**config.mk**
```make
export PLATFORM = sky130hd
export DESIGN_NAME = keypad_scan_ctrl
export DESIGN_NICKNAME = d
export VERILOG_FILES = /design/src/rtl/keypad_scan_ctrl.sv
export SDC_FILE = /design/constraint.sdc
export NUM_CORES = 1
export LEC_CHECK = 0
export CAP_MARGIN = 25
export CORE_UTILIZATION = 35
export CTS_CLUSTER_SIZE = 25
export DETAILED_ROUTE_END_ITERATION = 12
export GPL_ROUTABILITY_DRIVEN = 0
export GPL_TIMING_DRIVEN = 0
export MAX_ROUTING_LAYER = met4
export PLACE_DENSITY = 0.62
export SKIP_CTS_REPAIR_TIMING = 1
export SYNTH_ARGS = -nofsm -noshare
export SYNTH_HDL_FRONTEND = slang
export SYNTH_SLANG_ARGS = --single-unit
```
**constraint.sdc**
```tcl
create_clock -name clk -period 3.6 [get_ports clk]
set_input_delay 0.72 -clock clk [delete_from_list [all_inputs] [get_ports clk]]
set_output_delay 0.72 -clock clk [all_outputs]
set_load 0.01 [all_outputs]
```
**src/rtl/keypad_scan_ctrl.sv**
```systemverilog
// Row-scanning matrix keypad controller: drives one row per slot, debounces every key
// over whole scan frames and streams press/release changes over a valid/ready port.
module keypad_scan_ctrl #(
    parameter int ROWS     = 4,
    parameter int COLS     = 4,
    parameter int SCAN_DIV = 4,
    parameter int N_BOUNCE = 2
) (
    input  logic                         clk,
    input  logic                         rst,
    input  logic                         i_en,
    input  logic [COLS-1:0]              i_col_n,
    output logic [ROWS-1:0]              o_row_n,
    output logic [ROWS*COLS-1:0]         o_key_state,
    output logic                         o_evt_valid,
    output logic [$clog2(ROWS*COLS)-1:0] o_evt_code,
    output logic                         o_evt_press,
    input  logic                         i_evt_ready,
    output logic                         o_frame_tick
);
    localparam int NKEYS  = ROWS * COLS;
    localparam int CODE_W = $clog2(NKEYS);
    localparam int ROW_W  = $clog2(ROWS);

    localparam logic [SCAN_DIV-1:0] SLOT_LAST = '1;
    localparam logic [SCAN_DIV-1:0] SLOT_ONE  = SCAN_DIV'(1);
    localparam logic [ROW_W-1:0]    ROW_LAST  = ROW_W'(ROWS - 1);
    localparam logic [ROW_W-1:0]    ROW_ONE   = ROW_W'(1);
    localparam logic [N_BOUNCE-1:0] CNT_MAX   = '1;
    localparam logic [N_BOUNCE-1:0] CNT_ONE   = N_BOUNCE'(1);

    typedef enum logic {
        SCAN_IDLE,
        SCAN_RUN
    } scanState_t;

    scanState_t r_state;
    scanState_t w_stateNext;

    logic [COLS-1:0]     r_colMeta;
    logic [COLS-1:0]     r_colSync;
    logic [SCAN_DIV-1:0] r_slotCnt;
    logic [ROW_W-1:0]    r_rowIdx;
    logic [ROWS-1:0]     r_rowN;
    logic                r_frameTick;

    logic                w_count;
    logic                w_sample;
    logic [ROW_W-1:0]    w_rowNext;
    logic [ROWS-1:0]     w_rowDriveN;

    logic [NKEYS-1:0]    r_keyState;
    logic [N_BOUNCE-1:0] r_bounceCnt [NKEYS];

    logic [NKEYS-1:0]    r_reported;
    logic                r_evtValid;
    logic [CODE_W-1:0]   r_evtCode;
    logic                r_evtPress;

    logic                w_handshake;
    logic                w_load;
    logic [NKEYS-1:0]    w_reportedNext;
    logic [NKEYS-1:0]    w_pending;
    logic                w_pendAny;
    logic [CODE_W-1:0]   w_pendIdx;

    always_ff @(posedge clk) begin
        if (rst) begin
            r_colMeta <= '1;
            r_colSync <= '1;
        end else begin
            r_colMeta <= i_col_n;
            r_colSync <= r_colMeta;
        end
    end

    // IDLE is the arming cycle: the row is driven first, so every slot gets its full length.
    always_ff @(posedge clk) begin
        if (rst) begin
            r_state <= SCAN_IDLE;
        end else begin
            r_state <= w_stateNext;
        end
    end

    always_comb begin
        w_stateNext = r_state;
        if (i_en) begin
            w_stateNext = SCAN_RUN;
        end else begin
            w_stateNext = SCAN_IDLE;
        end
    end

    always_comb begin
        w_count  = 1'b0;
        w_sample = 1'b0;
        if (r_state == SCAN_RUN && i_en) begin
            w_count  = 1'b1;
            w_sample = (r_slotCnt == SLOT_LAST);
        end
    end

    always_comb begin
        w_rowNext = r_rowIdx;
        if (w_sample) begin
            w_rowNext = (r_rowIdx == ROW_LAST) ? '0 : r_rowIdx + ROW_ONE;
        end
        w_rowDriveN = '1;
        for (int r = 0; r < ROWS; r++) begin
            if (w_rowNext == ROW_W'(r)) begin
                w_rowDriveN[r] = 1'b0;
            end
        end
    end

    always_ff @(posedge clk) begin
        if (rst) begin
            r_slotCnt   <= '0;
            r_rowIdx    <= '0;
            r_rowN      <= '1;
            r_frameTick <= 1'b0;
        end else begin
            r_frameTick <= w_sample && (r_rowIdx == ROW_LAST);
            if (!i_en) begin
                r_slotCnt <= '0;
                r_rowN    <= '1;
            end else begin
                if (w_count) begin
                    r_slotCnt <= r_slotCnt + SLOT_ONE;
                end
                r_rowIdx <= w_rowNext;
                r_rowN   <= w_rowDriveN;
            end
        end
    end

    // Only the keys on the row being sampled move; a single agreeing sample restarts the count.
    always_ff @(posedge clk) begin
        if (rst) begin
            r_keyState <= '0;
            for (int k = 0; k < NKEYS; k++) begin
                r_bounceCnt[k] <= '0;
            end
        end else if (w_sample) begin
            for (int r = 0; r < ROWS; r++) begin
                for (int c = 0; c < COLS; c++) begin
                    if (r_rowIdx == ROW_W'(r)) begin
                        if (!r_colSync[c] == r_keyState[r*COLS+c]) begin
                            r_bounceCnt[r*COLS+c] <= '0;
                        end else if (r_bounceCnt[r*COLS+c] == CNT_MAX) begin
                            r_keyState[r*COLS+c]  <= !r_keyState[r*COLS+c];
                            r_bounceCnt[r*COLS+c] <= '0;
                        end else begin
                            r_bounceCnt[r*COLS+c] <= r_bounceCnt[r*COLS+c] + CNT_ONE;
                        end
                    end
                end
            end
        end
    end

    // The accepted event is folded into the reported view before picking the next key,
    // so back-to-back events never repeat the key just sent.
    always_comb begin
        w_handshake    = r_evtValid && i_evt_ready;
        w_load         = !r_evtValid || w_handshake;
        w_reportedNext = r_reported;
        if (w_handshake) begin
            w_reportedNext[r_evtCode] = r_evtPress;
        end
        w_pending = r_keyState ^ w_reportedNext;
        w_pendAny = |w_pending;
        w_pendIdx = '0;
        for (int k = NKEYS - 1; k >= 0; k--) begin
            if (w_pending[k]) begin
                w_pendIdx = CODE_W'(k);
            end
        end
    end

    always_ff @(posedge clk) begin
        if (rst) begin
            r_reported <= '0;
            r_evtValid <= 1'b0;
            r_evtCode  <= '0;
            r_evtPress <= 1'b0;
        end else begin
            r_reported <= w_reportedNext;
            if (w_load) begin
                r_evtValid <= w_pendAny;
                if (w_pendAny) begin
                    r_evtCode  <= w_pendIdx;
                    r_evtPress <= r_keyState[w_pendIdx];
                end
            end
        end
    end

    assign o_row_n      = r_rowN;
    assign o_key_state  = r_keyState;
    assign o_evt_valid  = r_evtValid;
    assign o_evt_code   = r_evtCode;
    assign o_evt_press  = r_evtPress;
    assign o_frame_tick = r_frameTick;

endmodule
```
## Word-level counts from Yosys, hierarchy flattened

Memories as Yosys holds them, arrays and structs flattened.
Index checks and enable logic that the tools add are counted.

| operators by class | value |
|---|---|
| multiplexer cells | 353 |
| bitwise gates (word level) | 66 |
| shifts and indexed selects | 0 |
| equal/unequal tests | 39 |
| $lt $le $gt $ge | 3 |
| multiply operators | 0 |
| div/mod/pow operators | 0 |
| $add $sub $neg | 18 |
| reduce and logical (&&, ||, !) cells | 47 |

Operator list:

| kind | number |
|---|---|
| 2-to-1 mux 1 bit | 283 |
| 2-to-1 mux 2 bit | 50 |
| 2-to-1 mux 4 bit | 16 |
| AND reduction 4 bit | 16 |
| OR 1 bit | 48 |
| equality test 2 bit, second input constant | 20 |
| adder 2 x 1 -> 2 bit, second input constant | 17 |
| zero test 1 bit | 21 |
| NOT 1 bit | 17 |
| bitwise mux 16 bit | 1 |
| equality test 1 bit | 16 |
| 2-to-1 mux 16 bit | 1 |
| OR reduction 16 bit | 1 |
| bitwise XOR 16 bit | 1 |
| less-than comparator 4 x 5 -> 1 bit, second input constant | 2 |
| adder 4 x 1 -> 4 bit, second input constant | 1 |
| binary-select mux 1 bit (select 4 bit) | 1 |
| demux 1 bit (select 4 bit) | 1 |
| equality test 2 x 1 -> 1 bit, second input constant | 2 |
| equality test 4 bit, second input constant | 1 |
| greater-or-equal comparator 4 x 1 -> 1 bit, second input constant | 1 |
| logical AND 1 bit | 4 |
| zero test 2 bit | 2 |
| AND reduction 2 bit | 1 |
| other kinds (2) | 2 |

| word-level totals | value |
|---|---|
| memory bits (writable) | 32 |
| output and inout port bits | 27 |
| register bits | 58 |
| bits in read-only memories | 0 |
| memories kept | 1 |
| logic and storage cells | 554 |
| latch bits | 0 |

Memory list:

| name | words | width | read ports | clocked after memory_dff | wr ports | RTL line | source |
|---|---|---|---|---|---|---|---|
| r_bounceCnt | 16 | 2 | 16 | 0 | 16 | 53 | `logic [N_BOUNCE-1:0] r_bounceCnt [NKEYS];` |

## Longest topological paths before layout

| logic depth | value |
|---|---|
| depth in word-level cells | 25 |
| mapped depth | 12 |
| gate-level depth less buffers | 10 |

## Least setup slack after synthesis

OpenSTA, ideal clock, no wires.

| timing path | value |
|---|---|
| path kind | input port to flip-flop |
| start | input i_evt_ready |
| end | register r_evtPress (netlist: o_evt_press) |
| stages | 11 |
| required time | 3.470 ns |
| slack | 0.209 ns |
| arrival time | 3.261 ns |
| path buffers | 1 |
| library setup time | 0.130 ns |
| cell sequence | buf_4 -> nor3b_4 -> nand2_2 -> mux2i_1 -> xnor2_1 -> inv_1 -> a32oi_4 -> mux4_2 -> and4_1 -> nor3_2 -> o22ai_1 |

| on the way | value |
|---|---|
| cells in the longest elaborated chain, start to end | 21 |
| elaborated cells on any way between the ends | 24 |
| classes of those cells | mux (19); bitwise (1); reduce/logical (4) |

RTL lines:

| item | RTL line | source |
|---|---|---|
| start, declared | 18 | `input logic i_evt_ready,` |
| logical AND 1 bit * | 166 | `w_handshake = r_evtValid && i_evt_ready;` |
| 2-to-1 mux 16 bit | 169 | `if (w_handshake) begin` |
| bitwise XOR 16 bit | 172 | `w_pending = r_keyState ^ w_reportedNext;` |
| 2-to-1 mux 4 bit (16 in series) | 176 | `if (w_pending[k]) begin` |
| binary-select mux 1 bit (select 4 bit) | 194 | `r_evtPress <= r_keyState[w_pendIdx];` |
| 2-to-1 mux 1 bit (implied by the code) | 194 |  |
| end signal, assigned | 194 |  |
| end, declared | 58 | `logic r_evtPress;` |

Every way passes the cells marked *; elsewhere a longest branch is shown, timed or not. The select of a mux whose other input is x is not followed.
A chain may end at the register's enable or synchronous reset.

## Worst setup path after layout

| timing path | value |
|---|---|
| start | register r_evtCode[1] (netlist: o_evt_code[1]) |
| end | register r_evtPress (netlist: o_evt_press) |

| on the way | value |
|---|---|
| cells in the longest elaborated chain, start to end | 25 |
| elaborated cells on any way between the ends | 28 |
| classes of those cells | order compare (2); mux (22); bitwise (1); reduce/logical (3) |

RTL lines:

| item | RTL line | source |
|---|---|---|
| start, declared | 57 | `logic [CODE_W-1:0] r_evtCode;` |
| start signal, assigned | 193 | `r_evtCode <= w_pendIdx;` |
| less-than comparator 4 x 5 -> 1 bit (implied by the code) / greater-or-equal comparator 4 x 1 -> 1 bit (equally long branches) | 170 | `w_reportedNext[r_evtCode] = r_evtPress;` |
| logical AND 1 bit (implied by the code) | 170 |  |
| 2-to-1 mux 1 bit (implied by the code) | 170 |  |
| demux 1 bit (select 4 bit) * | 170 |  |
| bitwise mux 16 bit * | 170 |  |
| 2-to-1 mux 16 bit * | 169 |  |
| bitwise XOR 16 bit * | 172 |  |
| 2-to-1 mux 4 bit (16 in series) | 176 |  |
| binary-select mux 1 bit (select 4 bit) | 194 |  |
| 2-to-1 mux 1 bit (implied by the code) | 194 |  |

Marked as above.

==> summary.txt <==
Die
  • Starting Density: 36.2%
  • Die height: 122 um
  • DIE AREA: 15000 sq um
  • I/O pin cnt: 35
  • Core ar.: 14000 sq um
  • Num rows: 43
  • Die W: 122 um

Finish
  • Antenna fix cells: 0
  • Finished Layout Cells: 779
  • Fraction of layout cells with a size suffix above 1: 9.68%
  • NumNets Final: 623
  • Multi-input gate area: 2760 sq um
  • Fillers: 1386
  • Area Overhead vs Synth: 18.5%
  • FF+latch area: 2120 sq um

GRT
  • First-pass GRT wire length: 20600 um
  • Largest net degree at the start of global routing: 17
  • Global Route Usage Sum: 18.6%
  • GR Overflow Total: 0
  • Antenna violations before repair: 0
  • Number of global-route vias before repair: 4076

Timing
  • Relative slew slack: 55.5%
  • Share of the clock period used by the worst path: 96.1%
  • Fin Clk Skew: 0.00353 ns
  • Setup violators final: 0
  • Tmin final: 3.46 ns
  • Worst Tran Pin Value: 0.668 ns
  • Max Slew Vio Count: 0
  • Worst Slack Setup Final: 0.142 ns
  • TNS Setup: 0 ns
  • Max Clock Freq: 289 MHz
  • Unrepaired setup endpoints after global routing: no
  • Hold violation count in the final report: 0
  • Hold slack: 0.409 ns

Synthesis
  • Avg Cell Area, Syn: 9.28 sq um
  • Yosys warning count: 0
  • Adder-cell share of the synthesized area: 5.19%
  • Synth top area share: 22.9%
  • #FFs+latches synth: 90
  • Post-synth top cells: dfxtp_1 (58), nor2_1 (58), nand2b_1 (35), a21oi_1 (33), edfxtp_1 (32)
  • Main combinational cell family by area after synthesis: simple AND/OR/NAND/NOR gates
  • Leading post-synthesis cells by cell area: dfxtp_1 (23%), edfxtp_1 (19%), ha_1 (5.2%)
  • Instance count of the mapped netlist: 546
  • Post-synth ARST share: 0%
  • Seq/Total Area, Yosys: 41.9%
  • Post-synth cell types: 58
  • Portion of netlist area occupied by mux cells: 2.81%
  • Xor-xnor portion of the synthesized cell area: 3.63%
  • Syn_nets: 575
  • Number of synthesized flops with an enable pin: 32
  • Compound-cell area share of the yosys netlist: 13.7%
  • Largest area contributor in the netlist: dfxtp_1
  • Ys flop type: dfxtp_1
  • Mapped cell area: 5070 sq um
  • Synth Area in Simple Gates: 28.6%

Setup path
  • WP data arrival: 3.67 ns
  • Endpoint class of the critical path: flop
  • Reg2reg end: o_evt_press$_SDFFE_PP0P_
  • Reg2reg start: o_evt_code[1]$_SDFFE_PP0P_
  • Worst Reg2Reg Path Length in Cells: 10
  • Critical Path RT: 3.81 ns
  • Crit path from: o_evt_code[1]$_SDFFE_PP0P_
  • Critical Path End: o_evt_press$_SDFFE_PP0P_
  • Reg2reg setup slack: 0.14 ns
  • Setup crit start kind: flop
  • Critical path type: flop to flop
  • Crit Path Max Fanout: 10

Clock tree
  • H-tree Lvls: 3
  • Clock Path Buffers: 2
  • Clock Pin Slew Worst Setup and Hold Paths: 0.07 ns
  • Root buf cell: clkbuf_16
  • CTS tree: done
  • Cts bufs inserted: 9
  • CTS Sinks: 90
  • Worst-Skew Late Latency: 0.35 ns

Power
  • VDD IR-drop max: 279 uV
  • Pwr/cell area: 364 nW/um^2
  • Leakage: 2.30 nW

Drt
  • Total Routed Length: 12600 um
  • Routed vias: 4235
  • Remaining antenna violation count after routing: 0
  • DR pass1 iterations: 5
  • Routed len/inst: 16.2 um
  • Initial DRC Count: 277
  • Vias per cell: 5.44
  • DRC: 0

Flow run
  • Max-Cap Viols: 0

Outcome
  • Status: complete, no violations

Place
  • Cell Count Post-Placement: 759
  • Pre-CTS setup slack: -0.239 ns
  • Dpl hpwl: 9050 um
  • Port bufs: 33

Min path
  • Hold WC Path Type: flop to flop
sequential cells by signal, summed over array words and instances, names as in the netlist:
signal	cells
o_row_n	4
r_rowIdx	2
r_slotCnt	4
o_key_state	16
r_reported	16
o_frame_tick	1
r_colSync	4
r_bounceCnt	32
r_state	1
r_colMeta	4
o_evt_valid	1
o_evt_press	1
o_evt_code	4
placed cells by master, fill, tap and decap left out, drive strengths merged, types with 15 or more instances in the layout:
master and count:
o21ai 17, clkbuf 30, buf 15, nand2 22
nor2b 24, dfxtp 58, nand3 28, edfxtp 32
a21oi 33, inv 20, xor2 18, nand2b 35
nor2 58, a311oi 18, clkdlybuf4s50 33, ha 21
critical path, stage by stage, from the launching register on:
cell,delay (ns)
dfxtp_1,0.52
nand3b_1,0.38
o22ai_1,0.27
nand3_1,0.18
a311oi_1,0.39
o311ai_2,0.19
a32oi_4,0.35
mux4_2,0.57
and4_1,0.23
nor3_2,0.12
o22ai_1,0.09
per-stage QoR:
stage,instance area [sq um],utilization (%),power (mW)
after global placement,5620,40.2,1.18
after floorplan,5070,-,1.15
after CTS,5950,42.5,2.21
after global routing,6010,42.9,2.25
after detailed placement,5620,40.2,1.18
final,6010,42.9,2.18
routing by layer:
layer	global-route usage (%)	vias up	routed length, um	part of all wire [%]
li1	-	2076	-	-
met1	21.9	2028	5620	45
met2	30.7	110	6170	49
met3	3.67	21	565	4.5
met4	7.93	0	259	2.1
met5	-	-	0	0
kinds of logic after synthesis:
group,Yosys count
AND/OR/NAND/NOR,248
AO/OA/AOI/OAI,103
adder cells (fa/ha/maj),21
buffers and inverters,50
XOR/XNOR,21
multiplexers,13
flip-flops,90
worst min-delay path by stage:
stage / from / end / slack (ns) / depth (start not counted)
after global routing: r_colMeta[2]$_SDFF_PP1_ / r_colSync[2]$_SDFF_PP1_ / 0.42 / 1
final: r_colMeta[3]$_SDFF_PP1_ / r_colSync[3]$_SDFF_PP1_ / 0.41 / 1
after floorplan: r_colMeta[0]$_SDFF_PP1_ / r_colSync[0]$_SDFF_PP1_ / 0.39 / 1
after CTS: r_colMeta[0]$_SDFF_PP1_ / r_colSync[0]$_SDFF_PP1_ / 0.41 / 1
after global placement: r_colMeta[2]$_SDFF_PP1_ / r_colSync[2]$_SDFF_PP1_ / 0.39 / 1
after detailed placement: r_colMeta[3]$_SDFF_PP1_ / r_colSync[3]$_SDFF_PP1_ / 0.40 / 1
final cells by class:
type / count / area share, %
Buffer: 32 / 2.48
Clock buffer: 9 / 3.75
Clock inverter: 7 / 1.65
Inverter: 18 / 1.13
Multi-Input combinational cell: 406 / 45.9
Sequential cell: 90 / 35.4
Tap cell: 180 / 3.75
Timing Repair Buffer: 37 / 6.00
power by group:
| part | switching [mW] | leakage, nW | internal (mW) | total [mW] |
|---|---|---|---|---|
| logic | 0.0490 | 1.35 | 0.0306 | 0.0796 |
| registers | 0.00827 | 0.792 | 1.07 | 1.08 |
| clock network | 0.413 | 0.158 | 0.613 | 1.03 |
| total | 0.471 | 2.30 | 1.71 | 2.18 |
Note: power is estimated with default switching activity, not from simulation.
